### src/rtl/ras_spec_unit.sv
// ras_spec_unit: speculative return-address stack with checkpoint repair from branch feedback.
module ras_spec_unit #(
    parameter int DEPTH = 8,
    parameter int PW    = 5
) (
    input  logic          clk,
    input  logic          rst,
    input  logic          pred_push_i,
    input  logic          pred_pop_i,
    input  logic [29:0]   pred_ret_addr_i,
    output logic [29:0]   ras_top_o,
    output logic [PW-1:0] ras_ptr_o,
    output logic [PW-1:0] ras_cnt_o,
    output logic          ras_valid_o,
    input  logic          upd_valid_i,
    input  logic          upd_flush_i,
    input  logic [1:0]    upd_br_type_i,
    input  logic [29:0]   upd_pc_i,
    input  logic [PW-1:0] upd_ptr_i,
    input  logic [PW-1:0] upd_cnt_i
);
    localparam int IW = $clog2(DEPTH);
    localparam logic [1:0] BR_PC_RELATIVE = 2'b00;
    localparam logic [1:0] BR_ABSOLUTE    = 2'b01;
    localparam logic [1:0] BR_CALL        = 2'b10;
    localparam logic [1:0] BR_RETURN      = 2'b11;
    localparam logic [PW-1:0] FULL = PW'(DEPTH);

    logic [29:0]   mem_q [DEPTH];
    logic [IW-1:0] ptr_q, ptr_d, wr_idx;
    logic [PW-1:0] cnt_q, cnt_d;
    logic [29:0]   wr_data;
    logic          wr_en;
    logic [IW-1:0] up;
    logic          repair;

    assign up     = upd_ptr_i[IW-1:0];
    assign repair = upd_valid_i & upd_flush_i;

    always_comb begin
        ptr_d   = ptr_q;
        cnt_d   = cnt_q;
        wr_en   = 1'b0;
        wr_idx  = ptr_q + 1'b1;
        wr_data = pred_ret_addr_i;
        if (repair) begin
            if (upd_br_type_i == BR_CALL) begin
                ptr_d   = up + 1'b1;
                cnt_d   = (upd_cnt_i >= FULL) ? FULL : upd_cnt_i + 1'b1;
                wr_en   = 1'b1;
                wr_idx  = up + 1'b1;
                wr_data = upd_pc_i + 30'd1;
            end else if (upd_br_type_i == BR_RETURN) begin
                ptr_d = (upd_cnt_i != '0) ? up - 1'b1 : up;
                cnt_d = (upd_cnt_i != '0) ? upd_cnt_i - 1'b1 : '0;
            end else begin
                ptr_d = up;
                cnt_d = upd_cnt_i;
            end
        end else if (pred_push_i && pred_pop_i) begin
            wr_en  = 1'b1;
            wr_idx = ptr_q;
            cnt_d  = (cnt_q == '0) ? PW'(1) : cnt_q;
        end else if (pred_push_i) begin
            wr_en = 1'b1;
            ptr_d = ptr_q + 1'b1;
            cnt_d = (cnt_q >= FULL) ? FULL : cnt_q + 1'b1;
        end else if (pred_pop_i && cnt_q != '0) begin
            ptr_d = ptr_q - 1'b1;
            cnt_d = cnt_q - 1'b1;
        end
    end

    always_ff @(posedge clk or posedge rst) begin
        if (rst) begin
            ptr_q <= '0;
            cnt_q <= '0;
            for (int i = 0; i < DEPTH; i++) mem_q[i] <= '0;
        end else begin
            ptr_q <= ptr_d;
            cnt_q <= cnt_d;
            if (wr_en) mem_q[wr_idx] <= wr_data;
        end
    end

    assign ras_top_o   = mem_q[ptr_q];
    assign ras_ptr_o   = {{(PW-IW){1'b0}}, ptr_q};
    assign ras_cnt_o   = cnt_q;
    assign ras_valid_o = (cnt_q != '0);
endmodule

### config.mk
export PLATFORM = sky130hd
export DESIGN_NAME = ras_spec_unit
export DESIGN_NICKNAME = d
export VERILOG_FILES = /design/src/rtl/ras_spec_unit.sv
export SDC_FILE = /design/constraint.sdc
export NUM_CORES = 1
export LEC_CHECK = 0
export ABC_CLOCK_PERIOD_IN_PS = 21000
export BUFFER_PORTS_ARGS = -buffer_cell sky130_fd_sc_hd__buf_2
export CORE_ASPECT_RATIO = 1.4
export CORE_MARGIN = 2
export CORE_UTILIZATION = 35
export DETAILED_ROUTE_END_ITERATION = 7
export HOLD_SLACK_MARGIN = 0.06
export PLACE_DENSITY = 0.52
export SKIP_CTS_REPAIR_TIMING = 1
export SLEW_MARGIN = 0
export SYNTH_ARGS = -nofsm -noshare
export SYNTH_HDL_FRONTEND = slang
export SYNTH_SLANG_ARGS = --single-unit
### constraint.sdc
create_clock -name clk -period 21 [get_ports clk]
set_clock_uncertainty 0.05 [all_clocks]
set_input_delay 1.05 -clock clk [delete_from_list [all_inputs] [get_ports clk]]
set_output_delay 1.05 -clock clk [all_outputs]
set_load 0.05 [all_outputs]
# Word level (Yosys, flattened, before mapping)

Cells that the tools add are included.

Register bits: 248
Input bits: 78
Output and inout bits: 41
Logic and storage cells: 73

Add/sub/neg operators: 9
Magnitude comparators: 5
Equality and inequality tests: 4
Muxes and demuxes: 32
Bitwise gates (word level): 3
Reduce and logical (&&, ||, !) cells: 10

Operator list:

| cell                                                  | count |
|---|---|
| bitwise mux 240 bit                                   | 1 |
| two-way mux 30 bit                                    | 5 |
| binary-select mux 30 bit (select 3 bit)               | 1 |
| demux 30 bit (select 3 bit)                           | 1 |
| two-way mux 5 bit                                     | 10 |
| adder 30 x 1 -> 30 bit, second input constant         | 1 |
| two-way mux 3 bit                                     | 10 |
| adder 5 x 1 -> 5 bit, second input constant           | 2 |
| >= comparator 5 x 4 -> 1 bit, second input constant   | 2 |
| nonzero test 5 bit                                    | 2 |
| subtractor 5 x 1 -> 5 bit, second input constant      | 2 |
| >= comparator 4 bit, second input constant            | 2 |
| NOT 3 -> 4 bit                                        | 2 |
| adder 3 x 1 -> 3 bit, second input constant           | 2 |
| subtractor 3 x 1 -> 3 bit, second input constant      | 2 |
| zero test 5 bit                                       | 1 |
| equality test 2 bit, second input constant            | 2 |
| < comparator 4 x 1 -> 1 bit, second input constant    | 1 |
| two-way mux 1 bit                                     | 4 |
| AND reduction 2 bit                                   | 2 |
| nonzero test 4 bit                                    | 1 |
| logical AND 1 bit                                     | 3 |
| inequality test 3 x 2 -> 1 bit, second input constant | 1 |
| nonzero test 3 bit                                    | 1 |
| other kinds (2)                                       | 2 |

# Depth between registers and ports, before layout

Depth in word-level cells: 9
Gate-level depth with buffers: 11
Mapped depth without buffers: 7

# Least setup slack after synthesis

OpenSTA, ideal clock, no wires.

Path kind: register to register
Start point: reg ptr_q[1]
End point: reg mem_q[60] (netlist name)
Setup time: 125 ps
Data arrival time: 3571 ps
Required time: 20825 ps
Path slack: 17254 ps
Cell stages (with the launch flop): 12
Path buffers: 4
Clock period less this slack: 3746 ps
Path through: dfrtp_1 buf_2 clkbuf_1 clkbuf_1 inv_1 ha_1 nor2b_1 o21ai_0 nand2_1 nor3_4 buf_6 mux2_2

Cells in the longest elaborated chain, start to end: 9
Elaborated cells on any way between the ends: 11
Classes of those cells: add/sub: 1; order compare: 2; mux: 6; bitwise: 1; reduce/logical: 1

Ends and longest elaborated chain:

| what                                                                                            | line   | text |
|---|---|---|
| start: declaration                                                                              | 30     | `logic [IW-1:0] ptr_q, ptr_d, wr_idx;` |
| start signal: assignment                                                                        | 80     | `ptr_q <= ptr_d;` |
| adder 3 x 1 -> 3 bit                                                                            | 44     | `wr_idx = ptr_q + 1'b1;` |
| two-way mux 3 bit (on tied branches)                                                            | 60, 47 |  |
| two-way mux 3 bit *                                                                             | 46     | `if (repair) begin` |
| NOT 3 -> 4 bit (not written as such) *                                                          | 82     | `if (wr_en) mem_q[wr_idx] <= wr_data;` |
| >= comparator 4 bit (not written as such) / < comparator 4 x 1 -> 1 bit (equally long branches) | 82     |  |
| logical AND 1 bit (not written as such)                                                         | 82     |  |
| two-way mux 30 bit (not written as such)                                                        | 82     |  |
| demux 30 bit (select 3 bit) *                                                                   | 82     |  |
| bitwise mux 240 bit *                                                                           | 82     |  |
| end signal: indexed assignment                                                                  | 82     |  |
| end: declaration                                                                                | 29     | `logic [29:0] mem_q [DEPTH];` |

Every way passes the cells marked *; elsewhere a longest branch is shown, timed or not.
A chain may end at the register's enable or synchronous reset.

# Worst setup path in the final report

Start point: reg ptr_q[0]
End point: out ras_top_o[6]

Cells in the longest elaborated chain, start to end: 4

Ends and longest elaborated chain:

| what                                                  | line | text |
|---|---|---|
| NOT 3 -> 4 bit (not written as such)                  | 86   | `assign ras_top_o = mem_q[ptr_q];` |
| binary-select mux 30 bit (select 3 bit)               | 86   |  |
| two-way mux 30 bit (not written as such) (2 in a row) | 86   |  |
| end: declaration                                      | 11   | `output logic [29:0] ras_top_o,` |

No other way between the ends. The select of a mux whose other input is x is not followed.

==> impl_metrics.yaml <==
run_status:
  status: "complete, no violations"
clocking:
  clk_pin_slew_ns: 0.06
  htreeDepth: 1
  cts_buffers: 25
  clk_latency_ns: 0.53
  cts_tree: "yes"
  clkSinkCount: 248
  clk_path_buf_depth: 3
  cts_root_buf: "clkbuf_16"
die:
  io_pins: 119
  die_h_um: 231
  initial_core_util: 0.353
  core_area_um2: 36600
  dieArea_um2: 38400
  core.rowCount: 83
  fp.dieW_um: 166
sta:
  setup_viol: 0
  tightest_slew_ns: 1.11
  hold_ws_ns: 0.440
  period_share: 0.206
  rsz0062_at_grt: "false"
  fmax_ghz: 0.231
  drv_slew: 0
  finalHoldViolCount: 0
  tns_ns: 0
  slew_headroom: 0.258
  min_period_ns: 4.32
setup_path:
  crit_required_ns: 19.90
  crit_start: "ptr_q[0]$_DFFE_PP0P_"
  path_max_fanout: 36
  arrival_ns: 3.22
  reg2reg_slack_ns: 17.19
  crit_chain: "buf_4, mux4_2, mux2_2, buf_2"
  cpPeakStageDelay_ns: 0.81
  timing.rr.start: "ptr_q[0]$_DFFE_PP0P_"
  cp_slowest_cell: "dfrtp_4"
  path_class: "reg2out"
  worst_setup_path_end_kind: "output port"
  startpoint_type: "register"
  r2r.worst_path.cells: 8
  regToRegEndpoint: "mem_q[70]$_DFFE_PP0P_"
logic_synthesis:
  synth-seq-cells: 248
  syn_area_um2: 12900
  synthAdderAreaFrac: 0.00970
  synth_compound_area_frac: 0.0681
  yosys.area_share.simple: 0.0675
  avgSynthCellArea_um2: 13.5
  synth_top_family_by_area: "multiplexers"
  yosysSeqAreaShare: 0.481
  yosys_warnings: 0
  synthXorXnorAreaFrac: 0.0143
  synth_flop_cell: "dfrtp_1"
  syn_inst: 956
  synth_edf_count: 0
  ys_types: 68
  muxShareOfSynthArea: 0.330
  synthArstFlopShare: 1.00
pwr:
  power_frac_comb: 0.460
  p_int_w: 0.00146
  seq_power_share: 0.360
  p_per_area_nw_per_um2: 162
  leakage_nw: 6.17
  switching_share: 0.385
  p_switching_w: 0.000913
  ir_drop_uv: 80.0
  pwr-share-clk: 0.181
  power.total_w: 0.00237
drt:
  vias: 8403
  drtAntennaViolNets: 0
  drt_pass1_iterations: 4
  avgViaCountPerCell: 5.48
  wl_per_cell_um: 21.7
  routed_wl_mm: 33.2
  drtIter0Drc: 349
  drc: 0
hold_path:
  hold_class: "reg2reg"
  holdPathEnd: "mem_q[121]$_DFFE_PP0P_"
  hold_start: "mem_q[121]$_DFFE_PP0P_"
  whs_path_depth: 1
global_route:
  gr-total-overflow: 0
  grt_use_total: 0.174
  grt_pass1_vias: 8752
  grt_pass1_wl_mm: 52.4
  grt_max_degree: 107
  antenna_found_initial: 0
cells_and_area:
  synthToLayoutAreaGrowth_pct: 13.3
  drive_above_1_share: 0.462
  layout_common_cells: "dfrtp_1, mux2_2, buf_2"
  finalNonFillerCells: 1533
  diodes: 0
  layout_commonest_cell: "dfrtp_1"
  nNetsFinal: 1137
placed_design:
  dp_hpwl_mm: 20.8
  gp_congestion: 0.758
  port_buffers: 114
  dp.cells: 1489
run:
  max_cap_viol_count: 0
==> cell families (layout without fill, tap and decap cells) <==
kind of cell / count (synthesis) / count (layout)
multiplexers: 318 / 318
AND/OR/NAND/NOR: 162 / 162
other: 1 / 2
flip-flops: 248 / 248
buffers and inverters: 75 / 184
XOR/XNOR: 21 / 21
adder cells (fa/ha/maj): 10 / 10
AO/OA/AOI/OAI: 121 / 121
==> power groups by stage <==
stage               combinational, W  clock [W]  sequential (W)
finish                       0.00109   0.000429        0.000854
global route                 0.00116   0.000461        0.000887
CTS                          0.00111   0.000443        0.000855
detailed placement           0.00111          0        0.000863
global placement             0.00110          0        0.000853
floorplan                   0.000896          0        0.000824
==> sequential cells by signal, summed over array words and instances (netlist names) <==
| name | count |
|---|---|
| mem_q | 240 |
| ptr_q | 3 |
| ras_cnt_o | 5 |
==> worst max-delay path by stage <==
stage,endpoint,slack (ns),cells past startpoint
after floorplan,mem_q[0]$_DFFE_PP0P_,13.09,1
after global placement,mem_q[178]$_DFFE_PP0P_,16.25,6
after detailed placement,mem_q[238]$_DFFE_PP0P_,16.21,6
after CTS,ras_top_o[2],16.57,4
after global routing,ras_top_o[12],16.47,4
final,ras_top_o[6],16.68,4
==> final cells by class <==
cell class	instances	area (um2)
flip-flops and latches	248	6210
clock buffers	37	731
multi-input cells	634	6330
repair buffers	125	653
fillers	3504	21900
clock inverters	7	41.3
inverters	15	63.8
well taps	467	584
==> worst max-delay path: cells and delay by family (launching register included) <==
family | cells | cell delay, ns
buffers and inverters | 2 | 0.94
flip-flops | 1 | 0.81
multiplexers | 2 | 0.90
==> per-stage QoR <==
step / worst slack (ns) / instance area [um2] / util
2_1_floorplan: 13.09 / 12900 / -
3_3_place_gp: 16.25 / 13800 / 0.379
3_5_place_dp: 16.21 / 13800 / 0.379
4_1_cts: 16.57 / 14600 / 0.400
5_1_grt: 16.47 / 14600 / 0.400
6_report: 16.68 / 14600 / 0.400
==> synthesized netlist by cell type (all sizes together), types with 5 or more instances <==
cell    instances  area share
o31ai          19       0.011
o21ai          33       0.013
nand3          19      0.0081
nor3            9      0.0051
clkbuf         21      0.0061
inv            15      0.0044
mux4           60        0.10
xnor2          10      0.0068
ha             10      0.0097
a32o            9      0.0070
xor2           11      0.0075
or4            11      0.0064
or3             5      0.0024
a21oi          15      0.0061
nor2           25      0.0084
dfrtp         248        0.48
buf            39       0.019
nand4           8      0.0039
o211ai          6      0.0035
nand2          55       0.016
and3           10      0.0049
mux2          254        0.22
a31oi           8      0.0053
==> routing by layer <==
metal / part of all wire / GRT usage
met4: 0.015 / 0.0391
met1: 0.45 / 0.229
met3: 0.029 / 0.0207
met5: 0 / 0
met2: 0.51 / 0.308
Power figures use the tool's default switching activity.
